[config.mk]
export PLATFORM = sky130hd
export DESIGN_NAME = memio_access_ctrl
export DESIGN_NICKNAME = d
export VERILOG_FILES = /design/src/rtl/memio_pkg.sv /design/src/rtl/memio_region_dec.sv /design/src/rtl/memio_access_ctrl.sv
export SDC_FILE = /design/constraint.sdc
export NUM_CORES = 1
export LEC_CHECK = 0
export ABC_CLOCK_PERIOD_IN_PS = 4300
export BUFFER_PORTS_ARGS = -buffer_cell sky130_fd_sc_hd__buf_2
export CAP_MARGIN = 20
export CORE_AREA = 5 5 154 156
export DETAILED_ROUTE_END_ITERATION = 8
export DIE_AREA = 0 0 159 161
export HOLD_SLACK_MARGIN = 0.12
export SLEW_MARGIN = 40
export SYNTH_ARGS = -nofsm -noshare
export SYNTH_HDL_FRONTEND = slang
export SYNTH_HIERARCHICAL = 1
export SYNTH_SLANG_ARGS = --single-unit
[constraint.sdc]
create_clock -name clock -period 4.3 [get_ports clock]
set_input_delay 0.43 -clock clock [delete_from_list [all_inputs] [get_ports clock]]
set_output_delay 0.43 -clock clock [all_outputs]
set_load 0.03 [all_outputs]
[src/rtl/memio_pkg.sv]
// Shared state encoding and default parameters for the load/store sequencer.
package memio_pkg;

   typedef enum logic [1:0] {IDLE, MEM, IO, RESP} state_t;

   localparam logic [21:0] DEF_IO_HI = 22'h3FFFFF;
   localparam int          DEF_N_CH  = 4;
   localparam int          CH_W      = $clog2(DEF_N_CH);

   function automatic int max_int(input int a, input int b);
      return (a > b) ? a : b;
   endfunction

endpackage

[src/rtl/memio_region_dec.sv]
// Address region decode: flags the I/O window and extracts the channel select field.
module memio_region_dec #(
   parameter int              HI_W   = 22,
   parameter logic [HI_W-1:0] IO_HI  = '1,
   parameter int              N_CH   = 4,
   parameter int              CH_LSB = 2,
   parameter int              SEL_W  = $clog2(N_CH)
) (
   input  logic [31:0]      addr,
   output logic             is_io,
   output logic [SEL_W-1:0] ch
);

   // Only the high field and the channel field matter; the rest is folded away.
   logic addr_unused;

   assign is_io       = (addr[31 -: HI_W] == IO_HI);
   assign ch          = addr[CH_LSB +: SEL_W];
   assign addr_unused = ^addr;

endmodule

[src/rtl/memio_access_ctrl.sv]
// Load/store sequencer: steers each accepted lw/sw to data memory or one of N_CH I/O
// channels and holds the pipeline until the access completes or times out.
module memio_access_ctrl
   import memio_pkg::*;
#(
   parameter int              DATA_W  = 32,
   parameter int              HI_W    = 22,
   parameter logic [HI_W-1:0] IO_HI   = DEF_IO_HI,
   parameter int              N_CH    = DEF_N_CH,
   parameter int              CH_LSB  = 2,
   parameter int              MEM_LAT = 1,
   parameter int              TMO     = 15
) (
   input  logic                   clock,
   input  logic                   reset,
   input  logic                   req_valid,
   input  logic                   req_we,
   input  logic [31:0]            req_addr,
   input  logic [DATA_W-1:0]      req_wdata,
   output logic                   req_ready,
   output logic                   stall,
   output logic                   rsp_valid,
   output logic [DATA_W-1:0]      rsp_rdata,
   output logic                   rsp_err,
   output logic                   mem_to_reg,
   output logic                   mem_read,
   output logic                   mem_write,
   output logic [31:0]            mem_addr,
   output logic [DATA_W-1:0]      mem_wdata,
   input  logic [DATA_W-1:0]      mem_rdata,
   output logic [N_CH-1:0]        io_read,
   output logic [N_CH-1:0]        io_write,
   output logic [31:0]            io_addr,
   output logic [DATA_W-1:0]      io_wdata,
   input  logic [N_CH*DATA_W-1:0] io_rdata,
   input  logic [N_CH-1:0]        io_ready,
   output state_t                 dbg_state
);

   localparam int SEL_W = $clog2(N_CH);
   localparam int CNT_W = $clog2(max_int(MEM_LAT, TMO) + 1);

   logic              dec_is_io;
   logic [SEL_W-1:0]  dec_ch;
   logic [N_CH-1:0]   dec_oh;
   state_t            state;
   logic [CNT_W-1:0]  cnt;
   logic [31:0]       addr_q;
   logic [DATA_W-1:0] wdata_q;
   logic              we_q;
   logic [SEL_W-1:0]  ch_q;
   logic [DATA_W-1:0] io_sel_data;

   memio_region_dec #(
      .HI_W   (HI_W),
      .IO_HI  (IO_HI),
      .N_CH   (N_CH),
      .CH_LSB (CH_LSB)
   ) u_dec (
      .addr  (req_addr),
      .is_io (dec_is_io),
      .ch    (dec_ch)
   );

   assign dec_oh      = {{(N_CH-1){1'b0}}, 1'b1} << dec_ch;
   assign io_sel_data = io_rdata[int'(ch_q)*DATA_W +: DATA_W];

   // req_valid/req_ready: a request transfers on a cycle where both are high. req_ready
   // is high only in IDLE; dropping req_valid while busy has no effect on the latched access.
   assign stall     = req_valid & ~req_ready;
   assign mem_addr  = addr_q;
   assign io_addr   = addr_q;
   assign mem_wdata = wdata_q;
   assign io_wdata  = wdata_q;
   assign dbg_state = state;

   always_ff @(posedge clock) begin
      if (reset) begin
         state      <= IDLE;
         req_ready  <= 1'b1;
         rsp_valid  <= 1'b0;
         rsp_err    <= 1'b0;
         mem_to_reg <= 1'b0;
         rsp_rdata  <= '0;
         mem_read   <= 1'b0;
         mem_write  <= 1'b0;
         io_read    <= '0;
         io_write   <= '0;
         addr_q     <= '0;
         wdata_q    <= '0;
         we_q       <= 1'b0;
         ch_q       <= '0;
         cnt        <= '0;
      end else begin
         rsp_valid  <= 1'b0;
         rsp_err    <= 1'b0;
         mem_to_reg <= 1'b0;
         rsp_rdata  <= '0;
         case (state)
            IDLE: begin
               if (req_valid) begin
                  addr_q    <= req_addr;
                  wdata_q   <= req_wdata;
                  we_q      <= req_we;
                  ch_q      <= dec_ch;
                  req_ready <= 1'b0;
                  cnt       <= '0;
                  if (dec_is_io) begin
                     state    <= IO;
                     io_read  <= req_we ? '0 : dec_oh;
                     io_write <= req_we ? dec_oh : '0;
                  end else begin
                     state     <= MEM;
                     mem_read  <= ~req_we;
                     mem_write <= req_we;
                  end
               end
            end
            MEM: begin
               cnt <= cnt + 1'b1;
               // Stores take a single cycle; loads wait out the memory latency.
               if (we_q || cnt == CNT_W'(MEM_LAT - 1)) begin
                  mem_read   <= 1'b0;
                  mem_write  <= 1'b0;
                  state      <= RESP;
                  cnt        <= '0;
                  rsp_valid  <= 1'b1;
                  mem_to_reg <= ~we_q;
                  rsp_rdata  <= we_q ? '0 : mem_rdata;
               end
            end
            IO: begin
               cnt <= cnt + 1'b1;
               // Ready is tested first so it wins over a same-cycle timeout.
               if (io_ready[ch_q] || cnt == CNT_W'(TMO - 1)) begin
                  io_read    <= '0;
                  io_write   <= '0;
                  state      <= RESP;
                  cnt        <= '0;
                  rsp_valid  <= 1'b1;
                  mem_to_reg <= ~we_q;
                  rsp_err    <= ~io_ready[ch_q];
                  rsp_rdata  <= (we_q || !io_ready[ch_q]) ? '0 : io_sel_data;
               end
            end
            RESP: begin
               state     <= IDLE;
               req_ready <= 1'b1;
               cnt       <= '0;
            end
            default: state <= IDLE;
         endcase
      end
   end

endmodule

## Yosys cells after proc, flatten, opt, wreduce, memory -nomap -nowiden

Cells that the tools add are included.

| storage, ports and cells | value |
|---|---|
| bits in registers | 119 |
| output and inout bits | 177 |
| word-level logic and storage cells | 91 |

| operators by class | value |
|---|---|
| add/subtract/negate cells | 1 |
| magnitude comparators | 1 |
| equal/unequal tests | 10 |
| shifts and indexed selects | 2 |
| mux-type cells | 40 |
| bitwise operators | 7 |
| reduce and logical (&&, ||, !) cells | 15 |

Operators by type and width:

| kind | count |
|---|---|
| two-way mux 32 bit | 4 |
| indexed part select 128 x 8 -> 32 bit | 1 |
| case mux 32 bit (2 select lines) | 1 |
| two-way mux 4 bit | 10 |
| equality test 22 bit, second input constant | 1 |
| case mux 4 bit (2 select lines) | 2 |
| case mux 4 bit (4 select lines) | 1 |
| two-way mux 1 bit | 11 |
| != test 2 bit, second input constant | 5 |
| case mux 1 bit (2 select lines) | 5 |
| two-way mux 2 bit | 4 |
| case mux 2 bit (4 select lines) | 1 |
| AND reduction 4 bit | 2 |
| NOT 1 bit | 6 |
| nonzero test 2 bit | 3 |
| adder 4 x 1 -> 4 bit, second input constant | 1 |
| equality test 2 bit, second input constant | 2 |
| equality test 4 bit, second input constant | 1 |
| logical NOT 4 bit | 1 |
| AND reduction 2 bit | 2 |
| left shift 1 x 2 -> 4 bit, first input constant | 1 |
| logical OR 1 bit | 3 |
| less-than comparator 2 x 3 -> 1 bit, second input constant | 1 |
| AND reduction 3 bit | 1 |
| other kinds (6) | 6 |

## Logic depth before layout (Yosys ltp)

Gate-level depths: netlist of the first run.

| depth | value |
|---|---|
| depth after elaboration | 7 |
| depth in mapped cells | 8 |

## Modules after synthesis

Netlist of the first run, hierarchy kept.

By module, submodules not included:

| module | times used | cells each | area an instance (sq um) | seq. area each (sq um) |
|---|---|---|---|---|
| memio_access_ctrl | 1 | 599 | 5664.2 | 2382.3 |
| memio_region_dec | 1 | 10 | 67.6 | 0.0 |

## Least setup slack after synthesis of the first run

OpenSTA, ideal clock, no wires.

| timing path | value |
|---|---|
| kind | input port to flip-flop |
| start | in req_addr[28] |
| end | reg io_read[0] |
| arrival time | 1.998 ns |
| required time | 4.172 ns |
| setup slack | 2.175 ns |
| stages on the path | 7 |
| buffers on the path | 0 |
| cell sequence | nand4_1 > or4_1 > nor3_2 > nand3_1 > a2bb2oi_4 > mux2i_1 > nor2_1 |

| on the way | value |
|---|---|
| longest elaborated chain between the ends | 3 |

RTL lines:

| what | RTL line | RTL |
|---|---|---|
| from (decl) | memio_access_ctrl.sv:18 | `input logic [31:0] req_addr,` |
| equality test 22 bit | memio_region_dec.sv:17 | `assign is_io = (addr[31 -: HI_W] == IO_HI);` |
| via dec_is_io | memio_access_ctrl.sv:43 | `logic dec_is_io;` |
| != test 2 bit (no source line) | - |  |
| AND reduction 4 bit (no source line) | - |  |
| to (signal assigned) | memio_access_ctrl.sv:110 | `io_read <= req_we ? '0 : dec_oh;` |
| to (decl) | memio_access_ctrl.sv:31 | `output logic [N_CH-1:0] io_read,` |

The timed path passes the listed nets, and every way through them passes these cells.
A chain may end at the register's enable or synchronous reset.

## Worst setup path after layout of the first run

| timing path | value |
|---|---|
| start | reg state[0], in the netlist dbg_state[0] |
| end | reg ch_q[0] |

| on the way | value |
|---|---|
| longest elaborated chain between the ends | 2 |

RTL lines:

| what | RTL line | RTL |
|---|---|---|
| from (decl) | memio_access_ctrl.sv:46 | `state_t state;` |
| from (signal assigned) | memio_access_ctrl.sv:79 | `state <= IDLE;` |
| from (signal assigned) | memio_access_ctrl.sv:109 | `state <= IO;` |
| from (signal assigned) | memio_access_ctrl.sv:113 | `state <= MEM;` |
| logical NOT 2 bit | memio_access_ctrl.sv:99 | `case (state)` |
| AND reduction 2 bit (no source line) | - |  |
| to (signal assigned) | memio_access_ctrl.sv:105 | `ch_q <= dec_ch;` |
| to (decl) | memio_access_ctrl.sv:51 | `logic [SEL_W-1:0] ch_q;` |

No other way between the ends.

==> results of run 1 <==
## worst paths after layout
check                              to                 startpoint  cells past startpoint  slack, ns
min reg2reg   io_addr[5]$_SDFFE_PP0P_    io_addr[5]$_SDFFE_PP0P_                      2       0.47
min          rsp_rdata[29]$_SDFF_PP0_              mem_rdata[29]                      2       0.23
max reg2reg      ch_q[0]$_SDFFE_PP0P_  dbg_state[0]$_SDFFE_PP0P_                      6       2.10
max              ch_q[0]$_SDFFE_PP0P_  dbg_state[0]$_SDFFE_PP0P_                      6       2.10
## metal layers
| layer | GRT usage | routed length [um] | vias to the layer above |
|---|---|---|---|
| met5 | 0 | 21 | - |
| met4 | 0.04537 | 359 | 4 |
| met3 | 0.04797 | 1632 | 24 |
| met2 | 0.3081 | 12010 | 281 |
| met1 | 0.1770 | 8044 | 2618 |
| li1 | - | - | 2725 |
## layout by cell type, fill, tap and decap left out, types with 3 or more instances in the layout
master	instances
a21oi_1	72
a32o_1	31
and3_1	3
buf_2	408
buf_4	9
bufinv_16	3
clkbuf_16	17
clkinv_4	5
dfxtp_1	117
ha_1	8
inv_1	7
mux2i_1	10
mux4_2	32
nand2_1	138
nand2b_1	8
nand3_1	3
nand4_1	5
nor2_1	22
nor3_1	5
nor3b_1	3
nor4_1	3
o21ai_0	4
## final cells by class
type,count,area (um2)
tap,285,356.6
fill,2298,14120
clock buffer,17,425.4
clock inverter,14,176.4
multi-input combinational,371,2621
sequential,119,2385
inverter,7,26.28
antenna,1,2.502
timing repair buffer,417,2110
## kinds of logic after synthesis
family | count (synthesis) | share of synthesized area
muxes | 46 | 0.1524
AOI/OAI and AO/OA | 118 | 0.1391
buffers and inverters | 119 | 0.1284
adders and majority gates | 8 | 0.01746
and+or+nand+nor | 199 | 0.1471
DFF | 119 | 0.4156
## power by group through the flow
stage,combinational [mW],sequential (mW),clock [mW]
5_1_grt,2.00,1.44,1.56
2_1_floorplan,1.10,1.74,0
3_5_place_dp,1.89,1.44,0
6_report,1.86,1.42,1.46
4_1_cts,1.89,1.42,1.52
3_3_place_gp,1.88,1.44,0
## per-stage QoR
| step | setup slack, ns | util | hold slack, ns | instance area (um2) | std cells |
|---|---|---|---|---|---|
| after floorplan | 2.175 | - | 0.4537 | 5732 | 609 |
| after global placement | 1.766 | 0.3373 | 0.4521 | 7497 | 1199 |
| after detailed placement | 1.722 | 0.3373 | 0.4582 | 7498 | 1199 |
| after CTS | 2.020 | 0.3644 | 0.2046 | 8100 | 1230 |
| after global routing | 1.824 | 0.3645 | 0.2160 | 8103 | 1231 |
| final | 2.099 | 0.3645 | 0.2284 | 8103 | 1231 |
## worst register-to-register path, cell delays in order (launching register included)
cell and delay (ns):
dfxtp_1 0.41, inv_1 0.11, ha_1 0.28, nand2_2 0.46
buf_4 0.52, nand2_1 0.11, a21oi_1 0.22
==> flow_metrics.tcl, run 1 <==
set metrics [dict create \
    clk_latency_ns 0.41 \
    synth_cells 609 \
    via_per_inst 4.591 \
    syn_area_per_cell_um2 9.412 \
    p_clk_frac 0.309 \
    startpoint_type "flop" \
    ys_types 41 \
    combinationalPowerShare 0.392 \
    power.density_mw_per_mm2 584.8 \
    io_buffers 408 \
    cts_resized 0 \
    core_mm2 0.02223 \
    drc_errors 0 \
    rsz0062_at_grt "no" \
    final.period_utilization 0.5119 \
    gp_congestion 0.8368 \
    final.setup.tns_ns 0 \
    worst_path_largest_cell_delay_ns 0.51 \
    std_cell_rows 55 \
    critPathBufInv 2 \
    grt_max_degree 54 \
    slew_headroom 0.5415 \
    setup_viol 0 \
    syn-num-nets 849 \
    path_delay_family "buffers and inverters" \
    synthFlopType "dfxtp_1" \
    skew_ns 0.01056 \
    grt.overflow.total 0 \
    cts-htree-levels 4 \
    power.leakage_nw 3.925 \
    cts_made_buffers 17 \
    grt_pass1_vias 5666 \
    ir_drop_uv 250.0 \
    area_delta_synth_final_pct 41.37 \
    worstHoldPathType "in2reg" \
    swShare 0.4105 \
    ios 409 \
    dp_hpwl_mm 17.24 \
    start_util 0.2579 \
    cts_setup_buffers 0 \
    yosysMostFrequentCell "nand2_1" \
    cp_slowest_cell "buf_4" \
    antenna_found_initial 3 \
    cts_buffer_depth 2 \
    hold_viol 0 \
    grt_first_pass_wirelength_mm 32.84 \
    path_cells "inv_1 > ha_1 > nand2_2 > buf_4 > nand2_1 > a21oi_1" \
    ys_seq_elements 119 \
    synth_common_cells "nand2_1 (139), dfxtp_1 (119), a21oi_1 (72), buf_4 (66), mux4_2 (32)" \
    synth_area_leaders "dfxtp_1 (42%), mux4_2 (13%), nand2_1 (9.1%)" \
    cts_hold_buf 0 \
    tightest_slew_ns 0.6877 \
    wl_mm 22.07 \
    first_pass_iters 7 \
    ys_async_sr_fraction 0 \
    dieWidth_um 159 \
    yosys.area.top_type "dfxtp_1" \
    critPathArrivalTime_ns 2.51 \
    outcome "finished clean" \
    ys_seq_area_frac 0.4156 \
    clk_pin_slew_ns 0.06 \
    max_clock_freq_mhz 454.3 \
    p_int_mw 2.794 \
    maxCapViolations 0 \
    cp.required_ns 4.61 \
    tritoncts "done" \
    dieArea_mm2 0.02560 \
    drtAntennaViolNets 0 \
    endpoint_kind "flop" \
    slew_viol_final 0 \
    synth_top_cell_area_share 0.4156 \
    dieHeight_um 161 \
    p_sw_mw 1.945 \
    grtUsageTotal 0.1632 \
    yosysWarnings 6 \
    wl_per_cell_um 17.93 \
    dr_total_vias 5652 \
    pwr-share-seq 0.299 \
    cts.sinks 119 \
    fin_crit_ns 2.201 \
    syn_area_mm2 0.005732 \
    cts-root-buf "clkbuf_16" \
    synth_edf_count 0 \
    drive_gt1_frac 0.5196 \
    path_class "reg2reg" \
    finalPower_mw 4.739 \
    final_nets 1173 \
    cp_max_fo 42 \
    drt_iter0_drc 226 \
]
(Power assumes the default switching activity.)
==> inputs of run 2 (changes only) <==
--- a/config.mk
+++ b/config.mk
@@ -5,12 +5,12 @@
 export SDC_FILE = /design/constraint.sdc
 export NUM_CORES = 1
 export LEC_CHECK = 0
-export ABC_CLOCK_PERIOD_IN_PS = 4300
+export ABC_CLOCK_PERIOD_IN_PS = 2250
 export BUFFER_PORTS_ARGS = -buffer_cell sky130_fd_sc_hd__buf_2
 export CAP_MARGIN = 20
-export CORE_AREA = 5 5 154 156
+export CORE_AREA = 5 5 156 158
 export DETAILED_ROUTE_END_ITERATION = 8
-export DIE_AREA = 0 0 159 161
+export DIE_AREA = 0 0 161 163
 export HOLD_SLACK_MARGIN = 0.12
 export SLEW_MARGIN = 40
 export SYNTH_ARGS = -nofsm -noshare
==> constraint.sdc (replaced) <==
create_clock -name clock -period 2.25 [get_ports clock]
set_input_delay 0.225 -clock clock [delete_from_list [all_inputs] [get_ports clock]]
set_output_delay 0.225 -clock clock [all_outputs]
set_load 0.03 [all_outputs]
==> run 2 against run 1 <==
Effect of this change: global-route usage grew 0.61 points; first-iteration DRC count increased by 44%; final cell count up 8.6%; setup slack got worse by 2.0 ns; critical path type is now in2reg; critical endpoint is now io_write[3]$_SDFFE_PP0P_; largest cell class is now buffers; highest routed layer is now met4.
==> flow_metrics.tcl, run 2 (same netlist as run 1, synthesis figures left out) <==
set metrics [dict create \
    drc_errors 0 \
    setup_viol 0 \
    cp_slowest_cell "dlygate4sd3_1" \
    core_mm2 0.02298 \
    holdWs_ns 0.1317 \
    path_class "in2reg" \
    cts.sinks 119 \
    worstHoldPathType "in2reg" \
    tritoncts "done" \
    cts_made_buffers 17 \
    grt.overflow.total 0 \
    grtUsageTotal 0.1693 \
    final.period_utilization 0.9689 \
    std_cell_rows 56 \
    cp-startpoint "req_addr[24]" \
    grt_first_pass_wirelength_mm 34.42 \
    fin_util 0.4008 \
    power.density_mw_per_mm2 1027 \
    grt_max_degree 58 \
    cts-htree-levels 4 \
    outcome "finished clean" \
    dieWidth_um 161 \
    first_pass_iters 5 \
    area_delta_synth_final_pct 60.71 \
    cts-root-buf "clkbuf_16" \
    fin_crit_ns 2.180 \
    tightest_slew_ns 0.6339 \
    r2r-start "ch_q[0]$_SDFFE_PP0P_" \
    cp.required_ns 2.54 \
    slew_headroom 0.5774 \
    ir_drop_uv 451.9 \
    clk_pin_slew_ns 0.06 \
    start_util 0.2494 \
    hold_viol 0 \
    fin_ws_ns 0.06999 \
    final_nets 1271 \
    dieHeight_um 163 \
    worst_path_largest_cell_delay_ns 0.54 \
    startpoint_type "input pin" \
    drt_iter0_drc 325 \
    fill_cells 2288 \
    io_buffers 408 \
    slew_viol_final 0 \
    cts_buffer_depth 2 \
    drtAntennaViolNets 0 \
    stdcell_count 1337 \
    critPathArrivalTime_ns 2.47 \
    clk_latency_ns 0.41 \
    min-delay-start "req_addr[11]" \
    endpoint_kind "flop" \
    layout_common_cells "buf_2 (406), nand2_1 (138), dfxtp_1 (117)" \
    antenna_found_initial 2 \
    via_per_inst 4.618 \
    dr_total_vias 6174 \
    mostFrequentLayoutCell "buf_2" \
    place_ws_ns 0.0006348 \
    ios 409 \
    path_cells "dlygate4sd3_1 > buf_2 > nand4_1 > or4_4 > nor3_4 > nand3_2 > a2bb2oi_4 > buf_12 > mux2i_1 > nor2_1" \
    drive_gt1_frac 0.4789 \
    dp_hpwl_mm 17.89 \
    cts_setup_buffers 0 \
    skew_ns 0.009478 \
    dp.cells 1212 \
    maxCapViolations 0 \
    grt_pass1_vias 6243 \
    final.setup.tns_ns 0 \
    wl_per_cell_um 17.80 \
    dieArea_mm2 0.02624 \
    wl_mm 23.79 \
    cp_max_fo 8 \
    power.leakage_nw 4.388 \
    gp_congestion 0.8375 \
    max_clock_freq_mhz 458.7 \
    rsz0062_at_grt "no" \
]
-- run 2: what timing repair did --
action | 4_1_cts | 5_1_grt
endpoints found under the hold margin | 91 | 1
hold buffers | 91 | 1
gates resized for setup | 0 | 3
setup endpoints to repair | 0 | 8
-- run 2: worst max-delay path: cells and delay by family --
| kind | cells | cell delay (ns) |
|---|---|---|
| buffers and inverters | 3 | 0.79 |
| AO/OA/AOI/OAI | 1 | 0.18 |
| multiplexers | 1 | 0.19 |
| AND/OR/NAND/NOR | 5 | 1.07 |
-- run 2: metal layers --
layer	wire length [um]	share of wire	vias to the layer above	track usage
met5	0	0	-	0
met4	1051	0.044	0	0.08879
met3	2010	0.084	45	0.05315
met2	12370	0.52	337	0.3164
met1	8360	0.35	2872	0.1676
li1	-	-	2920	-
-- run 2: metrics by stage --
stage          area [um2]  power [mW]
5_1_grt              9209       9.961
4_1_cts              9189       9.596
3_3_place_gp         7664       6.519
2_1_floorplan        5732       5.431
6_report             9211       9.462
3_5_place_dp         7664       6.545
-- run 2: worst paths after layout --
path                                                  to  slack [ns]  cells past startpoint
worst max-delay path            io_write[3]$_SDFFE_PP0P_        0.07                     10
worst min register to register  io_addr[26]$_SDFFE_PP0P_        0.46                      2
worst min-delay path            io_addr[11]$_SDFFE_PP0P_        0.13                      3
worst max register to register  rsp_rdata[20]$_SDFF_PP0_        0.39                      5
-- run 2: cell type report --
cell class	count	area (um2)	area share
antenna	3	7.507	0.0008150
clock buffer	18	439.2	0.04768
clock inverter	14	175.2	0.01902
inverter	7	26.28	0.002852
multi-input combinational	371	2635	0.2861
sequential	119	2385	0.2589
tap	290	362.8	0.03939
timing repair buffer	515	3181	0.3453
-- run 2: power by group --
| group | switching, mW | internal, mW |
|---|---|---|
| sequential | 0.244 | 2.45 |
| clock | 1.07 | 1.78 |
| combinational | 2.51 | 1.41 |
| total | 3.83 | 5.64 |
==> inputs of run 3 (changes only) <==
--- a/config.mk
+++ b/config.mk
@@ -12,6 +12,7 @@
 export DETAILED_ROUTE_END_ITERATION = 8
 export DIE_AREA = 0 0 161 163
 export HOLD_SLACK_MARGIN = 0.12
+export PLACE_DENSITY = 0.58
 export SLEW_MARGIN = 40
 export SYNTH_ARGS = -nofsm -noshare
 export SYNTH_HDL_FRONTEND = slang
==> constraint.sdc (replaced) <==
create_clock -name clock -period 2.25 [get_ports clock]
set_input_delay 0.225 -clock clock [delete_from_list [all_inputs] [get_ports clock]]
set_output_delay 0.225 -clock clock [all_outputs]
set_load 0.02 [all_outputs]
==> run 3 against run 2 <==
Effect of this change: register-to-register slack got worse by 0.04 ns; final cell count fell by 0.60%; global-route usage down 0.10 points; power down 7.2%; via count fell by 1.0%; highest routed layer unchanged; utilization is 0.44 points lower; non-clock buffer count down 6; sequential power about the same.
==> flow_metrics.tcl, run 3 (same netlist as run 1, synthesis figures left out) <==
set metrics [dict create \
    dieWidth_um 161 \
    fin_ws_ns 0.1190 \
    tightest_slew_ns 0.3965 \
    grt_pass1_vias 6176 \
    wl_per_cell_um 17.46 \
    ios 409 \
    outcome "finished clean" \
    stdcell_count 1329 \
    fin_util 0.3965 \
    drtAntennaViolNets 0 \
    power.leakage_nw 4.345 \
    gp_congestion 0.8196 \
    clk_latency_ns 0.40 \
    grt_max_degree 84 \
    path_class "in2reg" \
    via_per_inst 4.599 \
    endpoint_kind "flop" \
    dieArea_mm2 0.02624 \
    cts-htree-levels 4 \
    drc_errors 0 \
    area_delta_synth_final_pct 58.96 \
    startpoint_type "input pin" \
    hold_viol 0 \
    worstHoldPathType "in2reg" \
    place_ws_ns 0.01734 \
    slew_viol_final 0 \
    slew_headroom 0.7356 \
    cts.sinks 119 \
    cts_buffer_depth 2 \
    tritoncts "done" \
    cts-root-buf "clkbuf_16" \
    final.setup.tns_ns 0 \
    final_nets 1265 \
    io_buffers 408 \
    antenna_found_initial 1 \
    mostFrequentLayoutCell "buf_2" \
    layout_common_cells "buf_2 (401), nand2_1 (138), dfxtp_1 (117)" \
    dr_total_vias 6112 \
    wl_mm 23.20 \
    grt_first_pass_wirelength_mm 34.36 \
    start_util 0.2494 \
    rsz0062_at_grt "no" \
    fin_crit_ns 2.131 \
    core_mm2 0.02298 \
    grt.overflow.total 0 \
    dieHeight_um 163 \
    maxCapViolations 0 \
    skew_ns 0.009369 \
    max_clock_freq_mhz 469.3 \
    clk_pin_slew_ns 0.05 \
    ir_drop_uv 466.3 \
    setup_viol 0 \
    dp.cells 1210 \
    cts_setup_buffers 0 \
    cp.required_ns 2.53 \
    power.density_mw_per_mm2 964.1 \
    cts_made_buffers 17 \
    final.period_utilization 0.9471 \
    drive_gt1_frac 0.4759 \
    critPathArrivalTime_ns 2.41 \
    finalPower_mw 8.784 \
    drt_iter0_drc 267 \
    first_pass_iters 4 \
    std_cell_rows 56 \
    cp_max_fo 8 \
    dp_hpwl_mm 17.47 \
    grtUsageTotal 0.1682 \
]
-- run 3: per-stage QoR --
| stage | hold slack (ns) | cell area [um2] |
|---|---|---|
| 2_1_floorplan | 0.3508 | 5732 |
| 3_3_place_gp | 0.4361 | 7611 |
| 3_5_place_dp | 0.4385 | 7611 |
| 4_1_cts | 0.1291 | 9101 |
| 5_1_grt | 0.1265 | 9111 |
| 6_report | 0.1383 | 9111 |
-- run 3: critical path, stage by stage --
cell           delay (ns)
dlygate4sd3_1        0.56
nand4_1              0.15
or4_4                0.52
nor3_4               0.26
nand3_2              0.12
a2bb2oi_4            0.18
buf_12               0.14
mux2i_2              0.20
nor2_1               0.05
-- run 3: path summary, 6_finish.rpt --
check	slack, ns	to	from	depth (start not counted)
setup reg to reg	0.35	cnt[0]$_SDFFE_PP0N_	dbg_state[0]$_SDFFE_PP0P_	7
hold / removal	0.14	rsp_err$_SDFF_PP0_	reset	2
hold reg to reg	0.46	io_wdata[21]$_SDFFE_PP0P_	io_wdata[21]$_SDFFE_PP0P_	2
setup / recovery	0.12	io_write[2]$_SDFFE_PP0P_	req_addr[15]	9
-- run 3: power by group --
| group | total (mW) | switching, mW | leakage, nW | internal, mW |
|---|---|---|---|---|
| Combinational | 3.41 | 2.08 | 3.10 | 1.32 |
| Sequential | 2.70 | 0.251 | 0.971 | 2.45 |
| Clock | 2.68 | 1.04 | 0.277 | 1.64 |
| Total | 8.78 | 3.37 | 4.34 | 5.41 |
-- run 3: timing repair --
item                                   in CTS  in global routing
hold buffers                               91                  1
gates resized for setup                     0                  7
setup endpoints to repair                   0                  8
endpoints found under the hold margin      91                  1
-- run 3: cell type report --
type	instances	area, um2
diodes	1	2.502
clock buffers	18	429.2
clock inverters	14	150.1
fillers	2294	13870
inverters	7	26.28
multi-input cells	371	2639
flip-flops and latches	119	2385
well taps	290	362.8
repair buffers	509	3117
-- run 3: routing by layer --
layer	GRT usage	share of wire
met3	0.05087	0.077
met4	0.08337	0.046
met2	0.3177	0.53
met1	0.1671	0.35
met5	0	0
